[src/rtl/key_word_transform_pkg.sv]
// rtl/key_word_transform_pkg.sv - shared encodings, key-size tables and GF(2^8) helpers for the key word transform
package key_word_transform_pkg;

    typedef enum logic [1:0] {
        MODE_128  = 2'b00,
        MODE_192  = 2'b01,
        MODE_256  = 2'b10,
        MODE_RSVD = 2'b11
    } mode_e;

    typedef enum logic [1:0] {
        XF_ROTSUB = 2'd0,
        XF_SUB    = 2'd1,
        XF_PASS   = 2'd2
    } xform_e;

    typedef enum logic [1:0] {
        ST_IDLE  = 2'd0,
        ST_RUN   = 2'd1,
        ST_DRAIN = 2'd2
    } state_e;

    localparam int LAST_IDX_128 = 43;
    localparam int LAST_IDX_192 = 51;
    localparam int LAST_IDX_256 = 59;
    localparam logic [7:0] RCON_INIT = 8'h01;

    function automatic logic [3:0] nk_of(input mode_e m);
        case (m)
            MODE_192: nk_of = 4'd6;
            MODE_256: nk_of = 4'd8;
            default:  nk_of = 4'd4;
        endcase
    endfunction

    function automatic logic [3:0] nr_of(input mode_e m);
        case (m)
            MODE_192: nr_of = 4'd12;
            MODE_256: nr_of = 4'd14;
            default:  nr_of = 4'd10;
        endcase
    endfunction

    // Index of the final word, 4*(Nr+1)-1.
    function automatic int last_idx_of(input mode_e m);
        case (m)
            MODE_192: last_idx_of = LAST_IDX_192;
            MODE_256: last_idx_of = LAST_IDX_256;
            default:  last_idx_of = LAST_IDX_128;
        endcase
    endfunction

    function automatic logic [7:0] xtime(input logic [7:0] b);
        xtime = {b[6:0], 1'b0} ^ (b[7] ? 8'h1B : 8'h00);
    endfunction

endpackage

[src/rtl/generic_init_mem_2r.sv]
// rtl/generic_init_mem_2r.sv - two-read-port ROM with enable-gated registered outputs
module generic_init_mem_2r #(
    parameter int DATA_W    = 8,
    parameter int ADDR_W    = 8,
    parameter     INIT_FILE = "sbox.init"
) (
    input  logic              clk_in,
    input  logic              en_in,
    input  logic [ADDR_W-1:0] addr_a_in,
    input  logic [ADDR_W-1:0] addr_b_in,
    output logic [DATA_W-1:0] rdata_a_out,
    output logic [DATA_W-1:0] rdata_b_out
);

    // The named image is built in as constant logic; unknown names give an identity ROM.
    localparam bit IS_SBOX = (INIT_FILE == "sbox.init");

    function automatic logic [7:0] gf_mul(input logic [7:0] a, input logic [7:0] b);
        logic [7:0] p;
        logic [7:0] x;
        p = 8'h00;
        x = a;
        for (int k = 0; k < 8; k++) begin
            if (b[k]) p = p ^ x;
            x = {x[6:0], 1'b0} ^ (x[7] ? 8'h1B : 8'h00);
        end
        return p;
    endfunction

    function automatic logic [7:0] aes_sbox(input logic [7:0] a);
        logic [7:0] inv;
        logic [7:0] sq;
        inv = 8'h01;
        sq  = a;
        for (int k = 0; k < 8; k++) begin
            if (k != 0) inv = gf_mul(inv, sq);
            sq = gf_mul(sq, sq);
        end
        return inv ^ {inv[6:0], inv[7]} ^ {inv[5:0], inv[7:6]}
                   ^ {inv[4:0], inv[7:5]} ^ {inv[3:0], inv[7:4]} ^ 8'h63;
    endfunction

    function automatic logic [DATA_W-1:0] image(input logic [ADDR_W-1:0] a);
        if (IS_SBOX) return DATA_W'(aes_sbox(8'(a)));
        return DATA_W'(a);
    endfunction

    always_ff @(posedge clk_in) begin
        if (en_in) begin
            rdata_a_out <= image(addr_a_in);
            rdata_b_out <= image(addr_b_in);
        end
    end

endmodule

[src/rtl/key_word_transform.sv]
// rtl/key_word_transform.sv - streaming AES key-expansion temp-word transform with index and Rcon tracking
module key_word_transform
    import key_word_transform_pkg::*;
#(
    parameter int OUT_REG   = 0,
    parameter int IDX_W     = 6,
    parameter     INIT_FILE = "sbox.init"
) (
    input  logic             clk_in,
    input  logic             rst_in,
    input  logic             start_in,
    input  logic [1:0]       conf_in,
    input  logic             in_valid,
    output logic             in_ready,
    input  logic [31:0]      data_in,
    output logic             out_valid,
    input  logic             out_ready,
    output logic [31:0]      data_out,
    output logic [IDX_W-1:0] out_index,
    output logic             out_last,
    output logic             busy_out,
    output logic             err_out
);

    state_e           state_q, state_d;
    mode_e            mode_q, mode_d;
    logic [IDX_W-1:0] idx_q, idx_d;
    logic [2:0]       phase_q, phase_d;
    logic [7:0]       rcon_q, rcon_d;
    logic             err_q, err_d;

    logic             s1_valid_q, s1_valid_d;
    xform_e           s1_kind_q, s1_kind_d;
    logic [7:0]       s1_rcon_q, s1_rcon_d;
    logic [31:0]      s1_word_q, s1_word_d;
    logic [IDX_W-1:0] s1_index_q, s1_index_d;
    logic             s1_last_q, s1_last_d;

    logic             s1_free;
    logic             s2_valid;
    logic             accept;
    logic             is_last;
    logic [3:0]       nk;
    xform_e           kind;
    logic [7:0]       sb0, sb1, sb2, sb3;
    logic [31:0]      s1_result;

    assign nk       = nk_of(mode_q);
    assign in_ready = (state_q == ST_RUN) && (!s1_valid_q || s1_free);
    assign accept   = in_valid && in_ready && !start_in;
    assign is_last  = (idx_q == IDX_W'(last_idx_of(mode_q)));
    assign busy_out = (state_q != ST_IDLE);
    assign err_out  = err_q;

    always_comb begin
        kind = XF_PASS;
        if (phase_q == 3'd0)                               kind = XF_ROTSUB;
        else if (mode_q == MODE_256 && phase_q == 3'd4)   kind = XF_SUB;
    end

    always_comb begin
        state_d    = state_q;
        mode_d     = mode_q;
        idx_d      = idx_q;
        phase_d    = phase_q;
        rcon_d     = rcon_q;
        err_d      = err_q;
        s1_valid_d = s1_valid_q;
        s1_kind_d  = s1_kind_q;
        s1_rcon_d  = s1_rcon_q;
        s1_word_d  = s1_word_q;
        s1_index_d = s1_index_q;
        s1_last_d  = s1_last_q;
        if (start_in) begin
            s1_valid_d = 1'b0;
            if (conf_in != 2'b11) begin
                state_d = ST_RUN;
                mode_d  = mode_e'(conf_in);
                idx_d   = IDX_W'(nk_of(mode_e'(conf_in)));
                phase_d = 3'd0;
                rcon_d  = RCON_INIT;
                err_d   = 1'b0;
            end else begin
                state_d = ST_IDLE;
                err_d   = 1'b1;
            end
        end else begin
            if (accept) begin
                s1_valid_d = 1'b1;
                s1_kind_d  = kind;
                s1_rcon_d  = rcon_q;
                s1_word_d  = data_in;
                s1_index_d = idx_q;
                s1_last_d  = is_last;
                idx_d      = idx_q + IDX_W'(1);
                phase_d    = (phase_q == 3'(nk - 4'd1)) ? 3'd0 : phase_q + 3'd1;
                if (kind == XF_ROTSUB) rcon_d = xtime(rcon_q);
                if (is_last) state_d = ST_DRAIN;
            end else if (s1_free) begin
                s1_valid_d = 1'b0;
            end
            if (state_q == ST_DRAIN && !s1_valid_q && !s2_valid) state_d = ST_IDLE;
        end
    end

    always_ff @(posedge clk_in) begin
        if (rst_in) begin
            state_q    <= ST_IDLE;
            mode_q     <= MODE_128;
            idx_q      <= '0;
            phase_q    <= 3'd0;
            rcon_q     <= RCON_INIT;
            err_q      <= 1'b0;
            s1_valid_q <= 1'b0;
            s1_kind_q  <= XF_PASS;
            s1_rcon_q  <= 8'h00;
            s1_word_q  <= 32'h0;
            s1_index_q <= '0;
            s1_last_q  <= 1'b0;
        end else begin
            state_q    <= state_d;
            mode_q     <= mode_d;
            idx_q      <= idx_d;
            phase_q    <= phase_d;
            rcon_q     <= rcon_d;
            err_q      <= err_d;
            s1_valid_q <= s1_valid_d;
            s1_kind_q  <= s1_kind_d;
            s1_rcon_q  <= s1_rcon_d;
            s1_word_q  <= s1_word_d;
            s1_index_q <= s1_index_d;
            s1_last_q  <= s1_last_d;
        end
    end

    // ROM reads only on accept, so the S-box bytes stay aligned with stage 1 while stalled.
    generic_init_mem_2r #(.DATA_W(8), .ADDR_W(8), .INIT_FILE(INIT_FILE)) u_sbox_lo (
        .clk_in      (clk_in),
        .en_in       (accept),
        .addr_a_in   (data_in[31:24]),
        .addr_b_in   (data_in[23:16]),
        .rdata_a_out (sb0),
        .rdata_b_out (sb1)
    );

    generic_init_mem_2r #(.DATA_W(8), .ADDR_W(8), .INIT_FILE(INIT_FILE)) u_sbox_hi (
        .clk_in      (clk_in),
        .en_in       (accept),
        .addr_a_in   (data_in[15:8]),
        .addr_b_in   (data_in[7:0]),
        .rdata_a_out (sb2),
        .rdata_b_out (sb3)
    );

    always_comb begin
        case (s1_kind_q)
            XF_ROTSUB: s1_result = {sb1 ^ s1_rcon_q, sb2, sb3, sb0};
            XF_SUB:    s1_result = {sb0, sb1, sb2, sb3};
            default:   s1_result = s1_word_q;
        endcase
    end

    if (OUT_REG != 0) begin : g_out_reg
        logic             s2_valid_q, s2_valid_d;
        logic [31:0]      s2_data_q, s2_data_d;
        logic [IDX_W-1:0] s2_index_q, s2_index_d;
        logic             s2_last_q, s2_last_d;

        always_comb begin
            s2_valid_d = s2_valid_q;
            s2_data_d  = s2_data_q;
            s2_index_d = s2_index_q;
            s2_last_d  = s2_last_q;
            if (start_in) begin
                s2_valid_d = 1'b0;
            end else if (!s2_valid_q || out_ready) begin
                s2_valid_d = s1_valid_q;
                s2_data_d  = s1_result;
                s2_index_d = s1_index_q;
                s2_last_d  = s1_last_q;
            end
        end

        always_ff @(posedge clk_in) begin
            if (rst_in) begin
                s2_valid_q <= 1'b0;
                s2_data_q  <= 32'h0;
                s2_index_q <= '0;
                s2_last_q  <= 1'b0;
            end else begin
                s2_valid_q <= s2_valid_d;
                s2_data_q  <= s2_data_d;
                s2_index_q <= s2_index_d;
                s2_last_q  <= s2_last_d;
            end
        end

        assign s2_valid  = s2_valid_q;
        assign s1_free   = !s2_valid_q || out_ready;
        assign out_valid = s2_valid_q;
        assign data_out  = s2_valid_q ? s2_data_q  : 32'h0;
        assign out_index = s2_valid_q ? s2_index_q : '0;
        assign out_last  = s2_valid_q && s2_last_q;
    end else begin : g_no_out_reg
        assign s2_valid  = 1'b0;
        assign s1_free   = out_ready;
        assign out_valid = s1_valid_q;
        assign data_out  = s1_valid_q ? s1_result  : 32'h0;
        assign out_index = s1_valid_q ? s1_index_q : '0;
        assign out_last  = s1_valid_q && s1_last_q;
    end

endmodule
[config.mk]
export PLATFORM = sky130hd
export DESIGN_NAME = key_word_transform
export DESIGN_NICKNAME = d
export VERILOG_FILES = /design/src/rtl/key_word_transform_pkg.sv /design/src/rtl/generic_init_mem_2r.sv /design/src/rtl/key_word_transform.sv
export SDC_FILE = /design/constraint.sdc
export NUM_CORES = 2
export LEC_CHECK = 0
export ABC_CLOCK_PERIOD_IN_PS = 23000
export CAP_MARGIN = 20
export CELL_PAD_IN_SITES_DETAIL_PLACEMENT = 1
export CELL_PAD_IN_SITES_GLOBAL_PLACEMENT = 1
export CORE_ASPECT_RATIO = 0.9
export CORE_MARGIN = 4
export CORE_UTILIZATION = 50
export DETAILED_ROUTE_END_ITERATION = 10
export HOLD_SLACK_MARGIN = 0.12
export PLACE_DENSITY = 0.82
export REMOVE_ABC_BUFFERS = 1
export SLEW_MARGIN = 10
export SYNTH_ARGS = -nofsm -noshare
export SYNTH_HDL_FRONTEND = slang
export SYNTH_SLANG_ARGS = --single-unit
[constraint.sdc]
create_clock -name clk_in -period 23 [get_ports clk_in]
set_input_delay 2.3 -clock clk_in [delete_from_list [all_inputs] [get_ports clk_in]]
set_output_delay 2.3 -clock clk_in [all_outputs]
set_load 0.01 [all_outputs]
==> results.yml <==
setup_path:
  arrival_ns: 21.60
  r2r-start: "out_valid"
  crit_type: "in2reg"
  endpoint_kind: "flip-flop"
  crit_path_top_delay_cell: "clkdlybuf4s50_1"
  cpPeakStageDelay_ns: 0.82
  required_ns: 23.15
  start_kind: "input pin"
  path_common_cell: "xnor2_1"
  r2r_slack_ns: 19.60
  cp_max_fo: 20
  r2r-end: "rcon_q[6]"
  reg2reg_depth: 9
sta:
  min_period_ns: 21.45
  finalSetupViolCount: 0
  final-hold-violation-count: 0
  rsz0062_at_grt: "false"
  slew_viol_final: 0
  worst_slew_pin_slew_ns: 1.25
  final.setup_skew_ns: 0.0157
  tns_ns: 0
  slew_headroom_pct: 15.9
  setup_ws_ns: 1.55
  whs_ns: 0.456
  fin_crit_sh_pct: 93.3
  fmax_ghz: 0.0466
drt:
  drcViolationCount: 0
  drt_first_pass_iters: 6
  drt.antenna.violating_nets: 0
  drt_wl_total_mm: 218
  viasPerCell: 6.33
  post_drt_wl_per_cell_um: 21.8
  drt_iter0_drc: 5061
  vias: 63167
cts:
  numClockSinks: 104
  cts_hold_buf: 0
  path_clk_slew_ns: 0.09
  numCtsBuffers: 9
  htreeDepth: 3
  cts_tree: "built"
  cts_setup_buffers: 0
  worstSkewPairLatency_ns: 0.41
  clock_path_buffers: 2
  root_buffer: "clkbuf_16"
synth:
  yosysTopAreaCellShare_pct: 22.2
  synth_area_per_cell_sq_um: 7.25
  ys_seq_elements: 104
  yosysTopAreaCell: "xnor2_1"
  synth-edff-count: 32
  synth_area_sq_um: 62400
  ys_types: 124
  synth_common_cells: "xnor2_1 (1,580), nor2_1 (1,165), nand2_1 (969)"
  synth-main-ff-cell: "dfxtp_1"
  synth_area_leaders: "xnor2_1 (22%), xnor3_1 (9.1%), nor2_1 (7.0%), xor2_1 (6.2%), nand2_1 (5.8%)"
  yosysWarnings: 0
  yosysSeqAreaShare_pct: 3.85
  ys_async_sr_fraction_pct: 0
  netlist_instances: 8604
  synth_most_common_cell: "xnor2_1"
finish:
  fillers: 15698
  drive_gt1_share_pct: 8.49
  stdcell_area_sq_um: 65500
  syn_to_final_growth_pct: 5.05
  finalNetCount: 8426
  seqCellArea_sq_um: 2410
  multi_input_area_sq_um: 57500
placement:
  place_area_sq_um: 65100
  dp_hpwl_mm: 161
  globalplace.congestion: 0.902
  io_buffers: 81
  place_ws_ns: 1.34
grt:
  gr-total-overflow: 0
  antenna_found_initial: 7
  grt_start_max_net_pins: 79
  grt_pass1_wl_mm: 351
  grt_usage_pct: 31.9
  grt_pass1_vias: 63591
hold_path:
  whs_endpoint: "s1_word_q[20]"
  min_path_cells: 2
  hold_class: "reg2reg"
  hold_path.startpoint: "s1_word_q[20]"
run_status:
  status: "finished clean"
floorplanning:
  die_w_um: 380
  dieArea_sq_um: 130000
  die_y_um: 343
  core-area_sq_um: 123000
  rows: 122
  initial_core_util_pct: 50.5
  io_pins: 82
run:
  drv_cap: 0
## critical path, delay by kind of cell
family / cells / cell delay [ns]
buffers and inverters: 6 / 1.93
multiplexers: 3 / 0.77
AO/OA/AOI/OAI: 12 / 2.95
XOR/XNOR: 25 / 8.89
adder cells (fa/ha/maj): 4 / 1.86
AND/OR/NAND/NOR: 9 / 2.86
## cells in the final DEF (no fill, tap or decap), types with 44 or more instances in the layout
| master | count |
|---|---|
| nand2b_1 | 63 |
| and2_1 | 87 |
| xnor2_2 | 158 |
| dfxtp_1 | 69 |
| buf_4 | 280 |
| xnor3_1 | 252 |
| nor3_1 | 258 |
| o211ai_1 | 88 |
| nor2b_1 | 47 |
| xor2_2 | 54 |
| o22ai_1 | 90 |
| nand3_1 | 249 |
| mux2i_1 | 205 |
| nor4_1 | 44 |
| and3_1 | 47 |
| inv_1 | 70 |
| nand2_1 | 969 |
| a211oi_1 | 92 |
| nand4_1 | 47 |
| xor2_1 | 418 |
| or3_1 | 48 |
| o21ai_0 | 380 |
| a22oi_1 | 61 |
| xnor2_1 | 1530 |
| a21oi_1 | 471 |
| clkdlybuf4s50_1 | 80 |
| nor2_1 | 1163 |
| a31oi_1 | 91 |
| mux2_2 | 45 |
## layer usage
layer	vias to the layer above	global-route usage [%]	wire, um
met5	-	0	13
met4	2	6.37	3870
met3	291	3.06	12800
met2	2046	53.9	102000
met1	31516	44.5	99400
li1	29312	-	-
## state kept, by name (all words and copies together) (netlist names), 2 cells and up
| register | count |
|---|---|
| state_q | 2 |
| rcon_q | 8 |
| u_sbox_lo.rdata_a_out | 8 |
| s1_word_q | 32 |
| u_sbox_hi.rdata_b_out | 8 |
| s1_rcon_q | 8 |
| s1_kind_q | 2 |
| mode_q | 2 |
| u_sbox_hi.rdata_a_out | 8 |
| phase_q | 3 |
| u_sbox_lo.rdata_b_out | 8 |
| idx_q | 6 |
| s1_index_q | 6 |
## stage by stage
| step | std cells | utilization, % |
|---|---|---|
| floorplan | 7977 | - |
| global placement | 9945 | 52.7 |
| detailed placement | 9946 | 52.7 |
| CTS | 9962 | 53.0 |
| global route | 9971 | 53.1 |
| finish | 9973 | 53.1 |
## timing repair
action | 4_1_cts | 5_1_grt
setup endpoints to repair | 0 | 6
endpoints found under the hold margin | 0 | 0
gates resized for setup | 0 | 2
## worst max path at each step
stage	startpoint	to	cells past startpoint	slack, ns
after floorplan	data_in[24]	u_sbox_lo.rdata_a_out[6]	49	1.59
after global placement	data_in[23]	u_sbox_lo.rdata_b_out[7]	54	1.98
after detailed placement	data_in[7]	u_sbox_hi.rdata_b_out[5]	59	1.34
after CTS	data_in[7]	u_sbox_hi.rdata_b_out[5]	59	1.70
after global routing	data_in[7]	u_sbox_hi.rdata_b_out[5]	59	0.09
final	data_in[7]	u_sbox_hi.rdata_b_out[5]	59	1.55
## area by class of cell
type	count	area share [%]
antenna	3	0.0115
clock buffer	9	0.344
clock inverter	7	0.147
inverter	93	0.535
multi-input combinational	7780	87.7
sequential	104	3.67
tap	1612	3.08
timing repair buffer	365	4.48
## cell families after synthesis
kind of cell | after synthesis | share of synthesized area (%)
and+or+nand+nor | 3167 | 22.5
xor gates and xnor gates | 2500 | 44.6
AOI/OAI and AO/OA | 1823 | 19.2
buffers and inverters | 720 | 4.89
muxes | 256 | 4.25
DFF | 104 | 3.85
adders and majority gates | 34 | 0.682
Power is not shown: default switching activity piles up to over one toggle a cycle in this logic, so the estimate is an artifact.
